## src/rtl/clk_div_ctrl.sv

```systemverilog
// Run/stop and reconfiguration controller for a programmable 50%-duty
// clock divider. A new half-period is taken over a valid/ready port and
// applied only at a phase boundary. clkout always parks low when stopped.
//
// Config handshake: a word transfers on any rising edge where
// cfg_valid && cfg_ready. cfg_ready is low while a word is pending. The
// source must hold cfg_half stable until the transfer edge. A zero word
// transfers but is discarded and flagged on cfg_err for one cycle.
`timescale 1ns/1ps

module clk_div_ctrl #(
  parameter int          CNT_W        = 16,
  parameter int unsigned DEFAULT_HALF = 1000
) (
  input  logic             clk,
  input  logic             reset,
  input  logic             en,
  input  logic             cfg_valid,
  input  logic [CNT_W-1:0] cfg_half,
  output logic             cfg_ready,
  output logic             cfg_err,
  output logic             clkout,
  output logic             tick,
  output logic             busy,
  output logic [1:0]       state_dbg
);

  typedef enum logic [1:0] {
    IDLE  = 2'd0,
    RUN   = 2'd1,
    DRAIN = 2'd2
  } state_t;

  state_t           state;
  logic [CNT_W-1:0] count;
  logic [CNT_W-1:0] half_q;
  logic [CNT_W-1:0] pend_q;
  logic             pend_v;

  logic accept;
  logic boundary;

  // Handshake qualifiers and the end-of-phase condition.
  always_comb begin
    accept   = cfg_valid && cfg_ready;
    boundary = (count == (half_q - CNT_W'(1)));
  end

  // Status outputs are pure decodes of registered state.
  always_comb begin
    cfg_ready = !pend_v;
    busy      = (state != IDLE);
    state_dbg = state;
  end

  // Controller FSM, phase counter and config registers.
  always_ff @(posedge clk or negedge reset) begin
    if (!reset) begin
      state   <= IDLE;
      count   <= '0;
      half_q  <= CNT_W'(DEFAULT_HALF);
      pend_q  <= '0;
      pend_v  <= 1'b0;
      clkout  <= 1'b0;
      tick    <= 1'b0;
      cfg_err <= 1'b0;
    end else begin
      tick    <= 1'b0;
      cfg_err <= accept && (cfg_half == '0);

      // Accept and apply are mutually exclusive: accept needs pend_v=0,
      // apply needs pend_v=1.
      if (accept && (cfg_half != '0)) begin
        pend_q <= cfg_half;
        pend_v <= 1'b1;
      end

      case (state)
        IDLE: begin
          count  <= '0;
          clkout <= 1'b0;
          if (pend_v) begin
            half_q <= pend_q;
            pend_v <= 1'b0;
          end
          if (en) begin
            state <= RUN;
          end
        end

        RUN, DRAIN: begin
          if ((state == RUN) && !en && !clkout) begin
            // Already low: stop at once, no need to finish the phase.
            state <= IDLE;
            count <= '0;
          end else begin
            if (boundary) begin
              count  <= '0;
              clkout <= ~clkout;
              tick   <= 1'b1;
              if (pend_v) begin
                half_q <= pend_q;
                pend_v <= 1'b0;
              end
            end else begin
              count <= count + CNT_W'(1);
            end
            // Here clkout is high whenever en is low, so the boundary
            // is the falling edge that lets us park.
            if (en) begin
              state <= RUN;
            end else if (boundary) begin
              state <= IDLE;
            end else begin
              state <= DRAIN;
            end
          end
        end

        default: begin
          state <= IDLE;
        end
      endcase
    end
  end

endmodule

```

## config.mk

```make
export PLATFORM = sky130hd
export DESIGN_NAME = clk_div_ctrl
export DESIGN_NICKNAME = d
export VERILOG_FILES = /design/src/rtl/clk_div_ctrl.sv
export SDC_FILE = /design/constraint.sdc
export NUM_CORES = 1
export LEC_CHECK = 0
export CAP_MARGIN = 15
export CORE_AREA = 10 10 115 75
export CTS_CLUSTER_DIAMETER = 60
export DETAILED_ROUTE_END_ITERATION = 12
export DIE_AREA = 0 0 125 85
export PLACE_DENSITY = 0.64
export SYNTH_ARGS = -nofsm -noshare
export SYNTH_HDL_FRONTEND = slang
export SYNTH_SLANG_ARGS = --single-unit
```

## constraint.sdc

```tcl
create_clock -name clk -period 4.1 [get_ports clk]
set_input_delay 0.82 -clock clk [delete_from_list [all_inputs] [get_ports clk]]
set_output_delay 0.82 -clock clk [all_outputs]
set_load 0.02 [all_outputs]
```

Word level (Yosys, flattened, before mapping)
Cells that the tools add are included.

Bits in registers: 54.

Reductions and logical operators: 15. Eq/ne operators: 6. Add/sub/neg operators: 2. Multiplexer cells: 23. Bitwise logic cells: 1.

Operator list (number): $mux W16 (5); $pmux W16 S2 (2); $add A16 B1 Y16 const B (1); $eq A16 B16 Y1 (1); $logic_not A16 Y1 (1); $reduce_bool A16 Y1 (1); $sub A16 B1 Y16 const B (1); $mux W1 (9); $mux W2 (4); $ne A2 B2 Y1 const B (3); $logic_and A1 B1 Y1 (5); $pmux W1 S2 (2); $pmux W2 S2 (1); $reduce_bool A2 Y1 (2); $logic_not A1 Y1 (3); $reduce_and A3 Y1 (1); $eq A2 B1 Y1 const B (1); $eq A2 B2 Y1 const B (1); $logic_not A2 Y1 (1); $reduce_or A2 Y1 (1); $not A1 Y1 (1).

Longest topological paths before layout
Gate-level depths: netlist (run 1).

Word-level depth: 8. Mapped depth: 10.

Least setup slack after synthesis (run 1)
No wires, ideal clock.

Path type: reg-to-reg. Start point: reg half_q[4]. End point: reg half_q[0]. Setup slack: 1635 ps. Library setup time: 125 ps. Data required time: 3975 ps. Clock period less this slack: 2465 ps. Arrival time: 2340 ps. Stages on the path, launching flop included: 10. Cell sequence: dfrtp_1 buf_4 or4_1 o211ai_1 o311ai_1 a31o_1 nor4b_4 o21ai_4 buf_6 mux2_4.

Cells in the longest elaborated chain, start to end: 4.

Ends and longest elaborated chain: start: declaration (line 36) `logic [CNT_W-1:0] half_q;`; start signal: assignment (line 61) `half_q <= CNT_W'(DEFAULT_HALF);`; start signal: assignment (line 83) `half_q <= pend_q;`; start signal: assignment (line 102) `half_q <= pend_q;`; $sub A16 B1 Y16 (line 46) `boundary = (count == (half_q - CNT_W'(1)));`; $eq A16 B16 Y1 (line 46); $ne A2 B2 Y1 (no source line); $reduce_and A3 Y1 (no source line).

Every way passes these cells. A chain may end at the register's enable or synchronous reset.

Final worst setup path (run 1)
Start point: reg half_q[0]. End point: reg half_q[4].

Same word-level chain as after synthesis.

==> results of run 1 <==
[metal layers]
metal / track usage (%) / vias to the layer above / share of wire (%)
li1: - / 1075 / -
met1: 18.40 / 1042 / 54
met2: 17.32 / 33 / 41
met3: 3.789 / 9 / 4.0
met4: 2.604 / 0 / 0.88
met5: 0 / - / 0
[flip-flops by register name, summed over array words and instances (netlist names)]
name,cells
count,16
half_q,16
pend_q,16
state_dbg,2
cfg_err,1
clkout,1
pend_v,1
tick,1
[synthesized netlist by cell type (3+ instances only)]
master / instances / share of area [%]
mux2_2: 22 / 8.1
ha_1: 5 / 2.0
nand2_1: 20 / 2.5
nor3b_1: 5 / 1.2
nand4_1: 8 / 1.6
a21oi_1: 6 / 0.98
dfrtp_1: 48 / 39
and3_1: 5 / 1.0
or3_1: 3 / 0.61
nand3_1: 9 / 1.5
clkbuf_1: 5 / 0.61
mux2_4: 10 / 4.9
o21ai_0: 7 / 1.1
nor3_1: 10 / 1.6
xnor2_1: 18 / 5.1
nor2_1: 24 / 2.9
nor2b_1: 4 / 0.82
inv_1: 10 / 1.2
nor4_1: 9 / 1.8
dfstp_2: 6 / 5.1
buf_2: 5 / 0.82
xor2_1: 10 / 2.9
[logic make-up (layout without fill, tap and decap cells)]
kind of cell             Yosys count  after routing  synth area share, %
AND/OR/NAND/NOR                  112            112                20.80
flip-flops                        54             54                44.38
multiplexers                      33             33                13.32
AO/OA/AOI/OAI                     32             32                7.274
XOR/XNOR                          29             29                8.541
buffers and inverters             23             46                3.637
adder cells (fa/ha/maj)            5              5                2.043
[worst max path at each step]
stage	cells after the start	to
floorplan	9	half_q[0]
global placement	7	half_q[4]
detailed placement	7	half_q[4]
CTS	9	half_q[4]
global route	9	half_q[4]
finish	9	half_q[4]
[power groups by stage]
| stage | logic [mW] | registers, mW | clock network [mW] |
|---|---|---|---|
| global route | 1.20 | 1.01 | 0.398 |
| floorplan | 0.917 | 0.877 | 0 |
| global placement | 1.05 | 0.978 | 0 |
| finish | 1.07 | 0.972 | 0.358 |
| CTS | 1.08 | 0.973 | 0.371 |
| detailed placement | 1.07 | 0.983 | 0 |
[area by class of cell]
type                    instances  area [um^2]  share of cell area, %
clock buffers                   6        72.57                  2.087
well taps                      87        108.9                  3.131
multi-input cells             211         1592                  45.77
inverters                      10        37.54                  1.080
repair buffers                 28        270.3                  7.773
clock inverters                 2        37.54                  1.080
flip-flops and latches         54         1359                  39.08
==> results.toml, run 1 <==
[status]
outcome = "complete, no violations"

[synthesis]
synth_edf_count = 0
synthDistinctLibCells = 53
syn_area_mm2 = 0.003062
synthCells = 288
synthArstFlopShare_pct = 100.0
avgSynthCellArea_um2 = 10.63
syn_nets = 313
yosys_warnings = 0
ys_seq_elements = 54
seq_area_frac_synth_pct = 44.38
ys.flop_type = "dfrtp_1"

[global_routing]
grt_usage_pct = 12.50
grt_pass1_vias = 2193
antenna_found_initial = 0
grt_overflow_total = 0
grt_first_pass_wirelength_um = 11240
grt_max_degree = 35

[sta]
clock_skew_ns = 0.007637
fin_ws_ns = 1.044
hold_ws_ns = 0.4555
tns_ns = 0
finalCriticalPeriod_ns = 3.056
rsz0062_at_grt = "no"
tightestPinTransition_ns = 0.8470
hold_viol = 0
final-max-slew-violation-count = 0
fmax_mhz = 327.2
relSlewSlack_pct = 43.54
finalSetupViolCount = 0
min_period_over_period_pct = 74.54

[power_and_ir_drop]
cellPowerDensity_mw_per_mm2 = 690.9
vdd_drop_max_uv = 301.7
p_int_mw = 1.477
p_sw_uw = 924.9
pwr-share-seq_pct = 40.5
leakage_nw = 1.400
switching_share_pct = 38.50
p_clk_share_pct = 14.9
combPwrFrac_pct = 44.6
power_mw = 2.402

[detailed_routing]
vias = 2159
firstDrtPassIters = 4
wl_um = 6400
vias_per_cell = 5.425
ant_nets = 0
wl_per_cell_um = 16.08
drc = 0
drtIter0Drc = 159

[clock_network]
cts_buffers = 5
cts_buffer_depth = 2
cts_root_buf = "clkbuf_8"
clkSinkCount = 54
cts_hold_buffers = 0
cts_tree = "yes"
post_cts_buffers = 0
ctsHtreeMaxLevel = 2
clk_latency_ns = 0.31
ctsResizeCount = 0
clk_pin_slew_worst_paths_ns = 0.10

[setup_path]
crit_type = "flop to flop"
startpoint = "half_q[0]"
path_buf_inv = 1
cp.required_ns = 4.30
crit_chain = "inv_1 > ha_1 > nor2b_1 > nand3b_1 > a211o_1 > nand4_1 > nor4b_4 > o21ai_4 > mux2_2"
r2r-end = "half_q[4]"
r2r_start = "half_q[0]"
cp_top_family = "simple AND/OR/NAND/NOR gates"
worstPathArrival_ns = 3.26
cpPeakStageDelay_ns = 0.57
critPathLaunchType = "flop"
cp_slowest_cell = "o21ai_4"
critPathCaptureType = "flop"
critPathMaxFanout = 16
ff2ff_path_depth = 9
reg2reg_slack_ns = 1.04

[place]
hpwl_um = 4860
port_buffers = 26
finalWeightedCongestion = 0.8343
pre_cts_ws_ns = 0.9676
place_area_mm2 = 0.003367
dpl.cell_count = 390

[hold_path]
hp-class = "input port to asynchronous set/reset pin"

[finish]
final_cell_mix = "dfrtp_1, clkdlybuf4s50_1, nor2_1, mux2_2, nand2_1"
diodes = 0
syn2layout_area_growth_pct = 13.57
mostFrequentLayoutCell = "dfrtp_1"
design_area_mm2 = 0.003477
final_util_pct = 52.99
drive_gt1_share_pct = 17.68
final_cells = 398
nFillCells = 604
final_nets = 335

[floorplan]
num_rows = 23
die_x_um = 125
initial_core_util_pct = 46.66
die_y_um = 85
die_area_mm2 = 0.01063
io_pins = 27
core_area_mm2 = 0.006561

[job]
maxCapViolCount = 0
(Power assumes the default switching activity.)
==> run 2: changes to the inputs <==
--- a/config.mk
+++ b/config.mk
@@ -10,7 +10,7 @@
 export CTS_CLUSTER_DIAMETER = 60
 export DETAILED_ROUTE_END_ITERATION = 12
 export DIE_AREA = 0 0 125 85
-export PLACE_DENSITY = 0.64
+export PLACE_DENSITY = 0.67
 export SYNTH_ARGS = -nofsm -noshare
 export SYNTH_HDL_FRONTEND = slang
 export SYNTH_SLANG_ARGS = --single-unit
==> constraint.sdc (replaced) <==
create_clock -name clk -period 2.5 [get_ports clk]
set_input_delay 0.5 -clock clk [delete_from_list [all_inputs] [get_ports clk]]
set_output_delay 0.5 -clock clk [all_outputs]
set_load 0.02 [all_outputs]
==> results.toml, run 2 (synthesis gave the netlist of run 1 again) <==
[status]
outcome = "complete, but fails checks"
violations = "negative setup slack"

[sta]
hold_viol = 0
min_period_over_period_pct = 101.1
rsz0062_at_grt = "yes"
clock_skew_ns = 0.005734
fmax_mhz = 395.5
tightestPinTransition_ns = 0.5607
finalCriticalPeriod_ns = 2.528
relSlewSlack_pct = 62.62
fin_ws_ns = -0.02839
hold_ws_ns = 0.1540
finalSetupViolCount = 9
final-max-slew-violation-count = 0

[global_routing]
grt_use_met1_pct = 19.29
grt_pass1_vias = 2247
grt_first_pass_wirelength_um = 11800
grt_overflow_total = 0
use_met3_pct = 3.168
met2_usage_pct = 19.32
grt_max_degree = 32
grt_usage_pct = 13.45
top_usage_layer = "met2"
antenna_found_initial = 0

[finish]
mostFrequentLayoutCell = "dfrtp_1"
final_nets = 379
drive_gt1_share_pct = 30.42
diodes = 0
top_regs = "count (16), half_q (16), pend_q (16)"
final_cells = 442
final_cell_mix = "dfrtp_1, buf_4, clkdlybuf4s50_1, nor2_1, mux2_2"
syn2layout_area_growth_pct = 28.36
nFillCells = 568

[hold_path]
hp-class = "input port to asynchronous set/reset pin"

[setup_path]
critPathMaxFanout = 9
r2r-end = "half_q[12]"
cp.required_ns = 2.71
worstPathArrival_ns = 2.74
crit_type = "flop to flop"
r2r_start = "half_q[1]"
critPathLaunchType = "flop"
reg2reg_slack_ns = -0.03
critPathCaptureType = "flop"
ff2ff_path_depth = 10

[power_and_ir_drop]
cellPowerDensity_mw_per_mm2 = 1154
vdd_drop_max_uv = 498.7
leakage_nw = 1.660

[place]
finalWeightedCongestion = 0.8227
dpl.cell_count = 423
hpwl_um = 5330
port_buffers = 26

[clock_network]
cts_root_buf = "clkbuf_8"
clkSinkCount = 54
ctsHtreeMaxLevel = 2
cts_buffer_depth = 2
clk_latency_ns = 0.32
cts_buffers = 5
cts_tree = "yes"
cts_hold_buffers = 0
clk_pin_slew_worst_paths_ns = 0.10

[floorplan]
die_area_mm2 = 0.01063
die_x_um = 125
num_rows = 23
io_pins = 27
die_y_um = 85
initial_core_util_pct = 46.66
core_area_mm2 = 0.006561

[detailed_routing]
wl_per_cell_um = 15.96
firstDrtPassIters = 4
vias = 2339
vias_per_cell = 5.292
ant_nets = 0
drtIter0Drc = 150
wl_um = 7053
drc = 0

[job]
maxCapViolCount = 0
## run 2: worst max-delay path by stage
stage | from | end | slack, ns
after floorplan | half_q[4] | half_q[0] | 0.04
after global placement | half_q[1] | half_q[4] | -0.12
after detailed placement | en | half_q[4] | -0.17
after CTS | half_q[5] | half_q[11] | -0.02
after global routing | half_q[4] | half_q[12] | -0.15
final | half_q[1] | half_q[12] | -0.03
## run 2: critical path, cell delays in order (launching register included)
cell and delay [ns]:
dfrtp_1 0.41, buf_4 0.14, buf_4 0.13, o31a_1 0.28, nor4_1 0.16, a211o_1 0.17
nand4_1 0.17, nor4b_4 0.39, o21ai_4 0.12, buf_12 0.16, mux2_4 0.29
## run 2: report_power, final
group / switching (mW) / total, mW / internal, mW
Sequential: 0.273 / 1.49 / 1.21
Clock: 0.319 / 0.624 / 0.305
Combinational: 1.10 / 2.43 / 1.33
## run 2: cell type report
cell class              count  area [um^2]  area share, %
well taps                  87        108.9          2.770
clock inverters             3        48.80          1.242
multi-input cells         211         1642          41.77
repair buffers             72        665.6          16.94
flip-flops and latches     54         1359          34.57
inverters                  10        37.54         0.9551
clock buffers               5        68.82          1.751
## run 2: what timing repair did
item                                    CTS  global route
setup buffers                             8             4
pin swaps                                 6             2
endpoints found under the setup margin   16            31
gates resized for setup                   4            11
## run 2: per-layer routing
| layer | share of wire [%] | wire (um) |
|---|---|---|
| met1 | 52 | 3639 |
| met2 | 43 | 2999 |
| met3 | 4.8 | 338 |
| met4 | 1.1 | 75 |
| met5 | 0 | 0 |
## run 2: stage by stage
stage                     worst slack, ns  TNS [ns]  power, mW  util (%)  area (um^2)
final                            -0.02839   -0.1750      4.537     59.90         3930
after global routing              -0.1487    -2.185      4.870     59.90         3930
after CTS                        -0.01756   -0.1106      4.444     58.85         3861
after detailed placement          -0.1739    -2.075      3.665     55.47         3640
after global placement            -0.1201    -1.271      3.616     55.47         3640
after floorplan                   0.03525         0      2.942         -         3062
